==> src/rtl/proc_pkg.sv <==
// proc_pkg: shared fetch widths, funct field slices, fetch state and queue entry types
package proc_pkg;
  localparam int ADDR_W = 8;
  localparam int INSTR_W = 10;
  localparam int FETCH_DEPTH = 2;
  localparam logic [ADDR_W-1:0] PC_INC = 8'd4;
  localparam int FUNCT_HI = 9;
  localparam int FUNCT_LO = 6;
  localparam int OPND_HI = 5;
  localparam int OPND_LO = 0;
  typedef enum logic {RUN, DRAIN} fetch_state_t;
  typedef struct packed {
    logic [INSTR_W-1:0] instr;
    logic [ADDR_W-1:0] pc;
  } fetch_entry_t;
  function automatic logic [FUNCT_HI-FUNCT_LO:0] funct_of(input logic [INSTR_W-1:0] i);
    return i[FUNCT_HI:FUNCT_LO];
  endfunction
endpackage

==> src/rtl/adder.sv <==
// adder: unsigned modular adder
module adder #(
  parameter int WIDTH = 8
) (
  input  logic [WIDTH-1:0] a,
  input  logic [WIDTH-1:0] b,
  output logic [WIDTH-1:0] y
);
  assign y = a + b;
endmodule

==> src/rtl/fetch_fifo.sv <==
// fetch_fifo: sync FIFO with flush; push+pop in one cycle is legal even when full
module fetch_fifo #(
  parameter int WIDTH = 8,
  parameter int DEPTH = 2,
  localparam int PW = DEPTH > 1 ? $clog2(DEPTH) : 1,
  localparam int CW = $clog2(DEPTH + 1)
) (
  input  logic             clk,
  input  logic             reset,
  input  logic             flush,
  input  logic             push,
  input  logic             pop,
  input  logic [WIDTH-1:0] wdata,
  output logic [WIDTH-1:0] rdata,
  output logic             full,
  output logic             empty,
  output logic [CW-1:0]    count
);
  logic [WIDTH-1:0] mem [DEPTH];
  logic [PW-1:0] rp, wp;
  function automatic logic [PW-1:0] nxt(input logic [PW-1:0] p);
    return p == PW'(DEPTH - 1) ? '0 : p + PW'(1);
  endfunction
  assign full = count == CW'(DEPTH);
  assign empty = count == '0;
  assign rdata = mem[rp];
  always_ff @(posedge clk or posedge reset)
    if (reset) begin
      rp <= '0;
      wp <= '0;
      count <= '0;
      for (int i = 0; i < DEPTH; i++) mem[i] <= '0;
    end else if (flush) begin
      rp <= '0;
      wp <= '0;
      count <= '0;
    end else begin
      if (push) begin
        mem[wp] <= wdata;
        wp <= nxt(wp);
      end
      if (pop) rp <= nxt(rp);
      count <= count + CW'(push) - CW'(pop);
    end
  a_no_overflow: assert property (@(posedge clk) disable iff (reset) !(push && full && !pop && !flush));
endmodule

==> src/rtl/flopr.sv <==
// flopr: resettable register, async active-high reset
module flopr #(
  parameter int WIDTH = 8
) (
  input  logic             clk,
  input  logic             reset,
  input  logic [WIDTH-1:0] d,
  output logic [WIDTH-1:0] q
);
  always_ff @(posedge clk or posedge reset)
    if (reset) q <= '0;
    else q <= d;
endmodule

==> src/rtl/instr_fetch.sv <==
// instr_fetch: PC, in-order imem reads, prefetch queue, branch redirect; IFETCH_BYPASS_EN adds 0-cycle rdata->instr path
module instr_fetch
  import proc_pkg::*;
#(
  parameter int DEPTH = FETCH_DEPTH
) (
  input  logic               clk,
  input  logic               reset,
  output logic               imem_req,
  output logic [ADDR_W-1:0]  imem_adr,
  input  logic               imem_gnt,
  input  logic               imem_rvalid,
  input  logic [INSTR_W-1:0] imem_rdata,
  input  logic               branch_taken,
  input  logic [ADDR_W-1:0]  branch_target,
  output logic               instr_valid,
  output logic [INSTR_W-1:0] instr,
  output logic [ADDR_W-1:0]  instr_pc,
  input  logic               instr_ready
);
  localparam int CW = $clog2(DEPTH + 1);
  fetch_state_t state;
  logic [CW-1:0] outstanding, drop, left, occ, tcount;
  logic [ADDR_W-1:0] pc, pc_inc, pc_next, tag_pc;
  fetch_entry_t head, wentry;
  logic rv, issue, keep, push, pop, empty, dfull, tfull, tempty;
  logic unused;
  assign unused = &{1'b0, dfull, tfull, tempty, tcount};
  // responses with nothing outstanding (e.g. left over from before reset) are ignored
  assign rv = imem_rvalid && outstanding != '0;
  assign imem_req = !reset && !branch_taken && ({1'b0, outstanding} + {1'b0, occ}) < (CW + 1)'(DEPTH);
  assign issue = imem_req && imem_gnt;
  assign keep = rv && state == RUN && !branch_taken;
  assign left = outstanding - CW'(rv);
  assign pop = !empty && instr_ready && !branch_taken;
  assign wentry = '{instr: imem_rdata, pc: tag_pc};
`ifdef IFETCH_BYPASS_EN
  logic byp;
  assign byp = empty && keep;
  assign instr_valid = !empty || byp;
  assign instr = byp ? imem_rdata : head.instr;
  assign instr_pc = byp ? tag_pc : head.pc;
  assign push = keep && !(byp && instr_ready);
`else
  assign instr_valid = !empty;
  assign instr = head.instr;
  assign instr_pc = head.pc;
  assign push = keep;
`endif
  adder #(.WIDTH(ADDR_W)) u_inc (.a(pc), .b(PC_INC), .y(pc_inc));
  assign pc_next = branch_taken ? branch_target : issue ? pc_inc : pc;
  flopr #(.WIDTH(ADDR_W)) u_pc (.clk(clk), .reset(reset), .d(pc_next), .q(pc));
  assign imem_adr = pc;
  fetch_fifo #(.WIDTH($bits(fetch_entry_t)), .DEPTH(DEPTH)) u_data (
    .clk(clk), .reset(reset), .flush(branch_taken), .push(push), .pop(pop),
    .wdata(wentry), .rdata(head), .full(dfull), .empty(empty), .count(occ)
  );
  // tag queue holds the PC of every live in-flight read, matched to responses in order
  fetch_fifo #(.WIDTH(ADDR_W), .DEPTH(DEPTH)) u_tag (
    .clk(clk), .reset(reset), .flush(branch_taken), .push(issue), .pop(keep),
    .wdata(pc), .rdata(tag_pc), .full(tfull), .empty(tempty), .count(tcount)
  );
  always_ff @(posedge clk or posedge reset)
    if (reset) begin
      state <= RUN;
      outstanding <= '0;
      drop <= '0;
    end else begin
      outstanding <= left + CW'(issue);
      if (branch_taken) begin
        drop <= left;
        state <= left != '0 ? DRAIN : RUN;
      end else if (rv && state == DRAIN) begin
        drop <= drop - CW'(1);
        state <= drop == CW'(1) ? RUN : DRAIN;
      end
    end
endmodule
==> config.mk <==
export PLATFORM = sky130hd
export DESIGN_NAME = instr_fetch
export DESIGN_NICKNAME = d
export VERILOG_FILES = /design/src/rtl/proc_pkg.sv /design/src/rtl/adder.sv /design/src/rtl/fetch_fifo.sv /design/src/rtl/flopr.sv /design/src/rtl/instr_fetch.sv
export SDC_FILE = /design/constraint.sdc
export NUM_CORES = 1
export LEC_CHECK = 0
export BUFFER_PORTS_ARGS = -buffer_cell sky130_fd_sc_hd__buf_2
export CAP_MARGIN = 5
export CELL_PAD_IN_SITES_DETAIL_PLACEMENT = 1
export CELL_PAD_IN_SITES_GLOBAL_PLACEMENT = 1
export CORE_ASPECT_RATIO = 1.1
export CORE_UTILIZATION = 51
export CTS_CLUSTER_DIAMETER = 50
export DETAILED_ROUTE_END_ITERATION = 6
export GPL_TIMING_DRIVEN = 0
export PLACE_DENSITY_LB_ADDON = 0.1
export SLEW_MARGIN = 15
export SYNTH_ARGS = -nofsm -noshare
export SYNTH_HDL_FRONTEND = slang
export SYNTH_HIERARCHICAL = 1
export SYNTH_SLANG_ARGS = --single-unit
export TNS_END_PERCENT = 20
==> constraint.sdc <==
create_clock -name clk -period 4.1 [get_ports clk]
set_input_delay 0.82 -clock clk [delete_from_list [all_inputs] [get_ports clk]]
set_output_delay 0.82 -clock clk [all_outputs]
set_load 0.05 [all_outputs]
; ---- Word-level counts from Yosys, hierarchy flattened
; Cells that the tools add are included.
[totals]
reg_bits = 71
out_inout_bits = 28
wordCells = 94
[op_classes]
n_addsub = 11
order_cmp = 7
eq_ne = 1
n_mux = 33
n_bitwise = 6
n_reduce_logical = 23
[op_table]
columns = operator, n
row1 = $mux W18, 4
row2 = $mux W8, 6
row3 = $bwmux W36, 1
row4 = $demux W18 S1, 1
row5 = $bwmux W16, 1
row6 = $mux W1, 16
row7 = $reduce_bool A2 Y1, 6
row8 = $logic_and A1 B1 Y1, 11
row9 = $add A8 B3 Y8 const B, 1
row10 = $demux W8 S1, 1
row11 = $ge A2 B2 Y1 const B, 4
row12 = $not A1 Y2, 4
row13 = $mux W2, 3
row14 = $add A1 B1 Y1 const B, 4
row15 = $add A2 B1 Y2, 2
row16 = $lt A2 B1 Y1 const B, 2
row17 = $reduce_and A2 Y1, 2
row18 = $sub A2 B1 Y2, 2
row19 = $add A2 B2 Y3, 1
row20 = $logic_not A1 Y1, 3
row21 = $lt A3 B2 Y1 const B, 1
row22 = $eq A2 B1 Y1 const B, 1
row23 = $logic_not A2 Y1, 1
row24 = $not A1 Y1, 2
row25 = $sub A2 B1 Y2 const B, 1

; ---- Logic depth before layout (Yosys ltp)
; Gate-level depths: netlist (run 1).
[logic_depth]
depth_word = 7
depth_mapped = 8
ltp_nobuf = 8

; ---- Cells and area by module
; The synthesis (run 1) kept the hierarchy.
[by_module_without_submodules]
columns = mod, n_inst, cells_per_inst, area_each_um2
row1 = fetch_fifo at u_data, 1, 115, 1835.5
row2 = fetch_fifo at u_tag, 1, 61, 909.6
row3 = instr_fetch, 1, 69, 576.8
row4 = adder, 1, 42, 331.6
row5 = flopr, 1, 9, 203.9

; ---- Worst setup path before layout (run 1)
; OpenSTA, ideal clock, no wires.
[synth_timing]
path_type = reg2reg
start = register u_data.count[0]
end = register u_tag/mem[9] (netlist bit)
t_arrival_ps = 2656
t_required_ps = 3975
slack_ps = 1319
path_stages_with_launch = 8
path_buffers = 1
path_cell_list = dfrtp_1 and2_1 fa_1 nor4_4 buf_6 and2_1 nor3b_4 mux2_2
[synth_between]
elab_chain_len = 5
[synth_lines]
columns = item, line
row1 = start: declaration, fetch_fifo.sv:17  ; output logic [CW-1:0] count
row2 = start signal: assignment, fetch_fifo.sv:43  ; count <= count + CW'(push) - CW'(pop);
row3 = $add A2 B2 Y3, instr_fetch.sv:31  ; assign imem_req = !reset && !branch_taken && ({1'b0, outstanding} + {1'b0, occ}) < (CW + 1)'(DEPTH);
row4 = $lt A3 B2 Y1, instr_fetch.sv:31
row5 = $logic_and A1 B1 Y1, instr_fetch.sv:31
row6 = named net imem_req, instr_fetch.sv:9  ; output logic imem_req,
row7 = $logic_and A1 B1 Y1, instr_fetch.sv:32  ; assign issue = imem_req && imem_gnt;
row8 = named net issue, instr_fetch.sv:26  ; logic rv, issue, keep, push, pop, empty, dfull, tfull, tempty;
row9 = $reduce_and A2 Y1 (no source line), --
row10 = end signal: indexed assignment, fetch_fifo.sv:39  ; mem[wp] <= wdata;
row11 = end: declaration, fetch_fifo.sv:19  ; logic [WIDTH-1:0] mem [DEPTH];
; The timed path passes the listed nets, and every way through them passes these cells.
; A chain may end at the register's enable or synchronous reset.

; ---- Final worst setup path (run 1)
[layout_timing]
start = register outstanding[0]
end = output port imem_req
[layout_between]
elab_chain_len = 3
[layout_lines]
columns = item, line
row1 = start: declaration, instr_fetch.sv:23  ; logic [CW-1:0] outstanding, drop, left, occ, tcount;
row2 = start signal: assignment, instr_fetch.sv:69  ; outstanding <= left + CW'(issue);
row3 = $add A2 B2 Y3, instr_fetch.sv:31
row4 = $lt A3 B2 Y1, instr_fetch.sv:31
row5 = $logic_and A1 B1 Y1, instr_fetch.sv:31
row6 = end: declaration, instr_fetch.sv:9
; No other way between the ends.

==> metrics.csv, run 1 <==
metric,value,unit
Leak,2.19,nW
crit path DAT,2.43,ns
period utilization,79.4,%
Final #Nets,391,
"antenna viol nets, final",0,
Worst Clk Skew,0.00913,ns
Placement Cell Area,4130,um^2
Clock Root Buffer,clkbuf_8,
post-layout util,62.4,%
gr usage total,22.5,%
slew margin rel.,35.5,%
share of cells above drive strength 1,45.0,%
syn avg cell area,13.1,um^2
Iteration-0 DRC Markers,53,
RSZ-0062 raised after global routing,no,
worst reg2reg endpoint,u_tag/mem[14]$_DFFE_PP0P_,
Hold Buf Count CTS,0,
Crit Path Category,reg -> out,
Cells after Synth,284,
DP Worst Slack,0.867,ns
largest net degree at the start of global routing,38,
Peak VDD IR,0.000471,V
Fmax achieved,307,MHz
final hold violation count,0,
P&R area growth vs syn,18.0,%
final WL,7.70,mm
IO Port Bufs,50,
Initial Util,52.9,%
wire per inst,17.4,um
Post-Place Cells,427,
Placer Congestion,0.730,
filler cell count,727,
CTS tree,yes,
number of placed I/O pins,52,
Vias,2457,
Worst setup EP type,output port,
setup violators final,0,
post_cts resized,0,
CTS max path bufs,2,
"Design Area, Final",4400,um^2
first-pass GRT wire length,13.5,mm
max-slew violation count,0,
fin cells,443,
Max-Cap Viols,0,
number of diodes,0,
"Reg clk slew, reported paths",0.08,ns
Post-Syn Area,3730,um^2
Reg2Reg Depth,7,
hold crit path type,in -> async,
core area,7050,um^2
WP data required,3.28,ns
clock sink count,71,
Worst-Margin Slew,0.966,ns
final worst setup slack,0.846,ns
drc violations,0,
worst hold margin,0.395,ns
drt pass-1 iters,4,
Yosys warning total,6,
status,finished clean,
vias in the first global route,2706,
Final HPWL DP,5.53,mm
clk_lat worst skew,0.35,ns
Die W,83.5,um
PwrDens,709,nW/um^2
worst r2r src,outstanding[0]$_DFF_PP0_,
Final Power,3.12,mW
die area,7650,um^2
R2R setup slack,1.02,ns
die height,91.6,um
vias per inst,5.55,
Setup TNS,0,ns
CTS H-tree lvls,3,
Critical Path Fanout Max,10,
Startpoint Class,register,
# rows,32,
setup bufs post-CTS,0,
initial antenna violation count,0,
minimum clock period after layout,3.25,ns
number of CTS-inserted buffers,9,
GRT Residual Overflow,0,
## worst max-delay path, stage by stage, from the launching register on
cell	delay, ns
dfrtp_1	0.43
and2_1	0.17
fa_1	0.48
nor4_4	0.53
buf_6	0.21
buf_2	0.27
## power by group
part / switching [mW] / leakage [nW] / internal [mW]
combinational: 0.785 / 1.14 / 0.516
sequential: 0.156 / 0.919 / 0.919
clock: 0.273 / 0.130 / 0.467
total: 1.21 / 2.19 / 1.90
## state kept, by name (all words and copies together), names as in the netlist, 2 cells and up
signal / flops
u_data/mem: 36
u_tag/mem: 16
u_pc/q: 8
drop: 2
outstanding: 2
u_data/count: 2
## cell usage in the layout, fill, tap and decap left out, types with 3 or more instances in the layout
master	instances
a21oi_1	6
a22oi_1	8
buf_2	55
buf_6	3
bufinv_16	4
clkbuf_8	9
conb_1	9
dfrtp_1	71
ha_1	12
inv_1	22
mux2_2	68
mux2_4	10
mux2i_1	3
nand3_1	8
nor2_1	8
nor3b_1	3
o211ai_1	5
o311ai_0	9
xnor2_1	8
xor2_1	3
## worst max-delay path by stage
stage,startpoint,cells past startpoint,end,slack (ns)
3_5_place_dp,branch_taken,7,u_data/mem[27]$_DFFE_PP0P_,0.87
2_1_floorplan,outstanding[0]$_DFF_PP0_,7,u_tag/mem[9]$_DFFE_PP0P_,1.35
5_1_grt,outstanding[0]$_DFF_PP0_,5,imem_req,0.73
6_report,outstanding[0]$_DFF_PP0_,5,imem_req,0.85
3_3_place_gp,branch_taken,7,u_data/mem[25]$_DFFE_PP0P_,0.95
4_1_cts,outstanding[0]$_DFF_PP0_,5,imem_req,0.81
## cell type report
cell class | instances | area [um^2] | share of cell area [%]
well taps | 85 | 106 | 2.42
multi-input cells | 187 | 1810 | 41.1
inverters | 23 | 86.3 | 1.96
clock buffers | 9 | 124 | 2.82
clock inverters | 7 | 145 | 3.30
repair buffers | 51 | 270 | 6.15
plain buffers | 10 | 82.6 | 1.88
flip-flops and latches | 71 | 1780 | 40.4
## metal layers
layer | vias to the layer above | global-route usage (%) | part of all wire (%)
li1 | 1159 | - | -
met1 | 1243 | 28.3 | 45
met2 | 42 | 39.0 | 51
met3 | 13 | 3.42 | 2.8
met4 | 0 | 9.46 | 2.1
met5 | - | 0 | 0
No activity file was read; power rests on OpenSTA's default activity.
==> run 2: changes to the inputs <==
--- a/config.mk
+++ b/config.mk
@@ -10,7 +10,7 @@
 export CELL_PAD_IN_SITES_DETAIL_PLACEMENT = 1
 export CELL_PAD_IN_SITES_GLOBAL_PLACEMENT = 1
 export CORE_ASPECT_RATIO = 1.1
-export CORE_UTILIZATION = 51
+export CORE_UTILIZATION = 42
 export CTS_CLUSTER_DIAMETER = 50
 export DETAILED_ROUTE_END_ITERATION = 6
 export GPL_TIMING_DRIVEN = 0
==> constraint.sdc (replaced) <==
create_clock -name clk -period 2.8 [get_ports clk]
set_input_delay 0.56 -clock clk [delete_from_list [all_inputs] [get_ports clk]]
set_output_delay 0.56 -clock clk [all_outputs]
set_load 0.05 [all_outputs]
==> run 2 against run 1 <==
  * First-iteration DRC count grew 3.8%
  * Critical path depth is the same
  * Register-to-register slack lost 0.83 ns
  * Setup slack lost 0.70 ns
  * Global-route usage shrank 4.3 points
  * Sequential power grew 47%
  * Cell area shrank 0.51%
  * Via count grew 0.37%
  * Power grew 37%
  * Wire length grew 0.34%
  * Non-clock buffer count grew 2
==> metrics.csv, run 2 (same netlist as run 1, synthesis figures left out) <==
metric,value,unit,change
Max-Cap Viols,0,,unchanged
crit path DAT,2.09,ns,-0.34 ns
Placer Congestion,0.761,,+4.3%
max-slew violation count,0,,unchanged
# rows,35,,+9.4%
wire per inst,16.4,um,-5.4%
RSZ-0062 raised after global routing,no,,
vias per inst,5.25,,-5.4%
"antenna viol nets, final",0,,unchanged
initial antenna violation count,0,,unchanged
first-pass GRT wire length,13.0,mm,-3.3%
"commonest non-fill, non-tap cell in the layout",dfrtp_1,,
setup violators final,0,,unchanged
Worst Clk Skew,0.0129,ns,+0.00379 ns
post_cts resized,0,,unchanged
Worst setup EP type,output port,,
Leak,2.16,nW,-1.3%
hold crit path type,in -> async,,
number of CTS-inserted buffers,9,,unchanged
Iteration-0 DRC Markers,55,,+3.8%
drt pass-1 iters,5,,+1
Placement Cell Area,4160,um^2,+0.79%
Startpoint Class,register,,
Critical Path Fanout Max,10,,unchanged
P&R area growth vs syn,17.4,%,
most frequent cells in the layout,"dfrtp_1, mux2_2, buf_2",,
core area,8500,um^2,+21%
"Reg clk slew, reported paths",0.08,ns,about the same
clk_lat worst skew,0.33,ns,-0.02 ns
Top reg by flops,u_data/mem,,
number of diodes,0,,unchanged
Clock Root Buffer,clkbuf_8,,
top flop regs,"u_data/mem: 36 flops, u_tag/mem: 16 flops, u_pc/q: 8 flops",,
die height,101,um,+10%
Initial Util,43.9,%,-9.0 points
largest net degree at the start of global routing,28,,-26%
IO Port Bufs,50,,unchanged
WP data required,2.24,ns,-1.04 ns
die area,9250,um^2,+21%
gr usage total,18.2,%,-4.3 points
period utilization,94.6,%,
clock sink count,71,,unchanged
Final #Nets,393,,+0.51%
CTS H-tree lvls,3,,unchanged
final worst setup slack,0.151,ns,-0.696 ns
Fmax achieved,377,MHz,
GRT Residual Overflow,0,,unchanged
share of cells above drive strength 1,45.1,%,+0.15 points
Final HPWL DP,5.59,mm,+1.1%
number of placed I/O pins,52,,unchanged
max reg flops,36,,unchanged
slew margin rel.,39.1,%,+3.6 points
Hold Buf Count CTS,0,,unchanged
Vias,2466,,+0.37%
final hold violation count,0,,unchanged
minimum clock period after layout,2.65,ns,
status,finished clean,,
CTS max path bufs,2,,unchanged
DP Worst Slack,-0.347,ns,-1.21 ns
CTS tree,yes,,
Die W,91.8,um,+10%
Crit Path Category,reg -> out,,
vias in the first global route,2557,,-5.5%
Peak VDD IR,0.000289,V,-39%
Worst-Margin Slew,0.911,ns,-0.0542 ns
drc violations,0,,unchanged
PwrDens,973,nW/um^2,+37%
final WL,7.73,mm,+0.34%
"Design Area, Final",4380,um^2,-0.51%
[run 2: changes by cell type in the layout (fill, tap and decap cells not counted)]
cell,delta
clkinvlp_4,+2
buf_12,+1
bufinv_16,-3
clkinv_2,+2
clkinv_4,-2
buf_4,+1
[run 2: worst paths after layout]
path	start	end	slack, ns	depth (start not counted)
max	outstanding[0]$_DFF_PP0_	imem_req	0.15	5
min	reset	state$_DFFE_PP0P_	0.18	2
max reg2reg	outstanding[0]$_DFF_PP0_	u_tag/mem[14]$_DFFE_PP0P_	0.19	8
min reg2reg	u_tag/mem[15]$_DFFE_PP0P_	u_tag/mem[15]$_DFFE_PP0P_	0.50	1
max in group asynchronous	reset	u_tag/mem[7]$_DFFE_PP0P_	1.98	2
min in group clk	imem_rdata[8]	u_data/mem[34]$_DFFE_PP0P_	0.47	2
[run 2: metrics by stage]
stage	hold WS, ns	TNS (ns)	power, mW	util, %	cells
2_1_floorplan	0.339	0	3.07	-	291
3_3_place_gp	0.481	-4.17	3.43	48.7	452
3_5_place_dp	0.489	-4.49	3.50	49.0	453
4_1_cts	0.176	0	4.31	51.3	469
5_1_grt	0.185	0	4.51	51.5	470
6_report	0.182	0	4.26	51.5	470
[run 2: layout make-up]
class	instances	area, um^2
clock buffers	9	124
plain buffers	10	82.6
clock inverters	6	62.6
flip-flops and latches	71	1780
repair buffers	53	298
fillers	914	4120
multi-input cells	187	1810
well taps	111	139
inverters	23	86.3
[run 2: critical path: stages, from the launching register on]
cell	delay [ns]
dfrtp_1	0.42
and2_1	0.16
fa_1	0.40
nor4_4	0.31
buf_6	0.19
buf_2	0.27
[run 2: repair_timing]
action                                  in CTS  in global routing
gates cloned                                 0                  0
setup buffers                                1                  1
endpoints found under the setup margin      17                  8
pin swaps                                    1                  0
[run 2: per-layer routing]
layer  vias up  GRT usage [%]  part of all wire (%)
li1       1160              -                     -
met4         0           6.49                   1.4
met1      1255           22.9                    46
met3         8           2.56                   2.1
met5         -              0                     0
met2        43           32.2                    50
[run 2: power breakdown]
part	internal, mW	leakage [nW]	switching, mW	total [mW]
registers	1.35	0.919	0.223	1.57
logic	0.760	1.15	1.14	1.90
clock network	0.403	0.0871	0.382	0.785
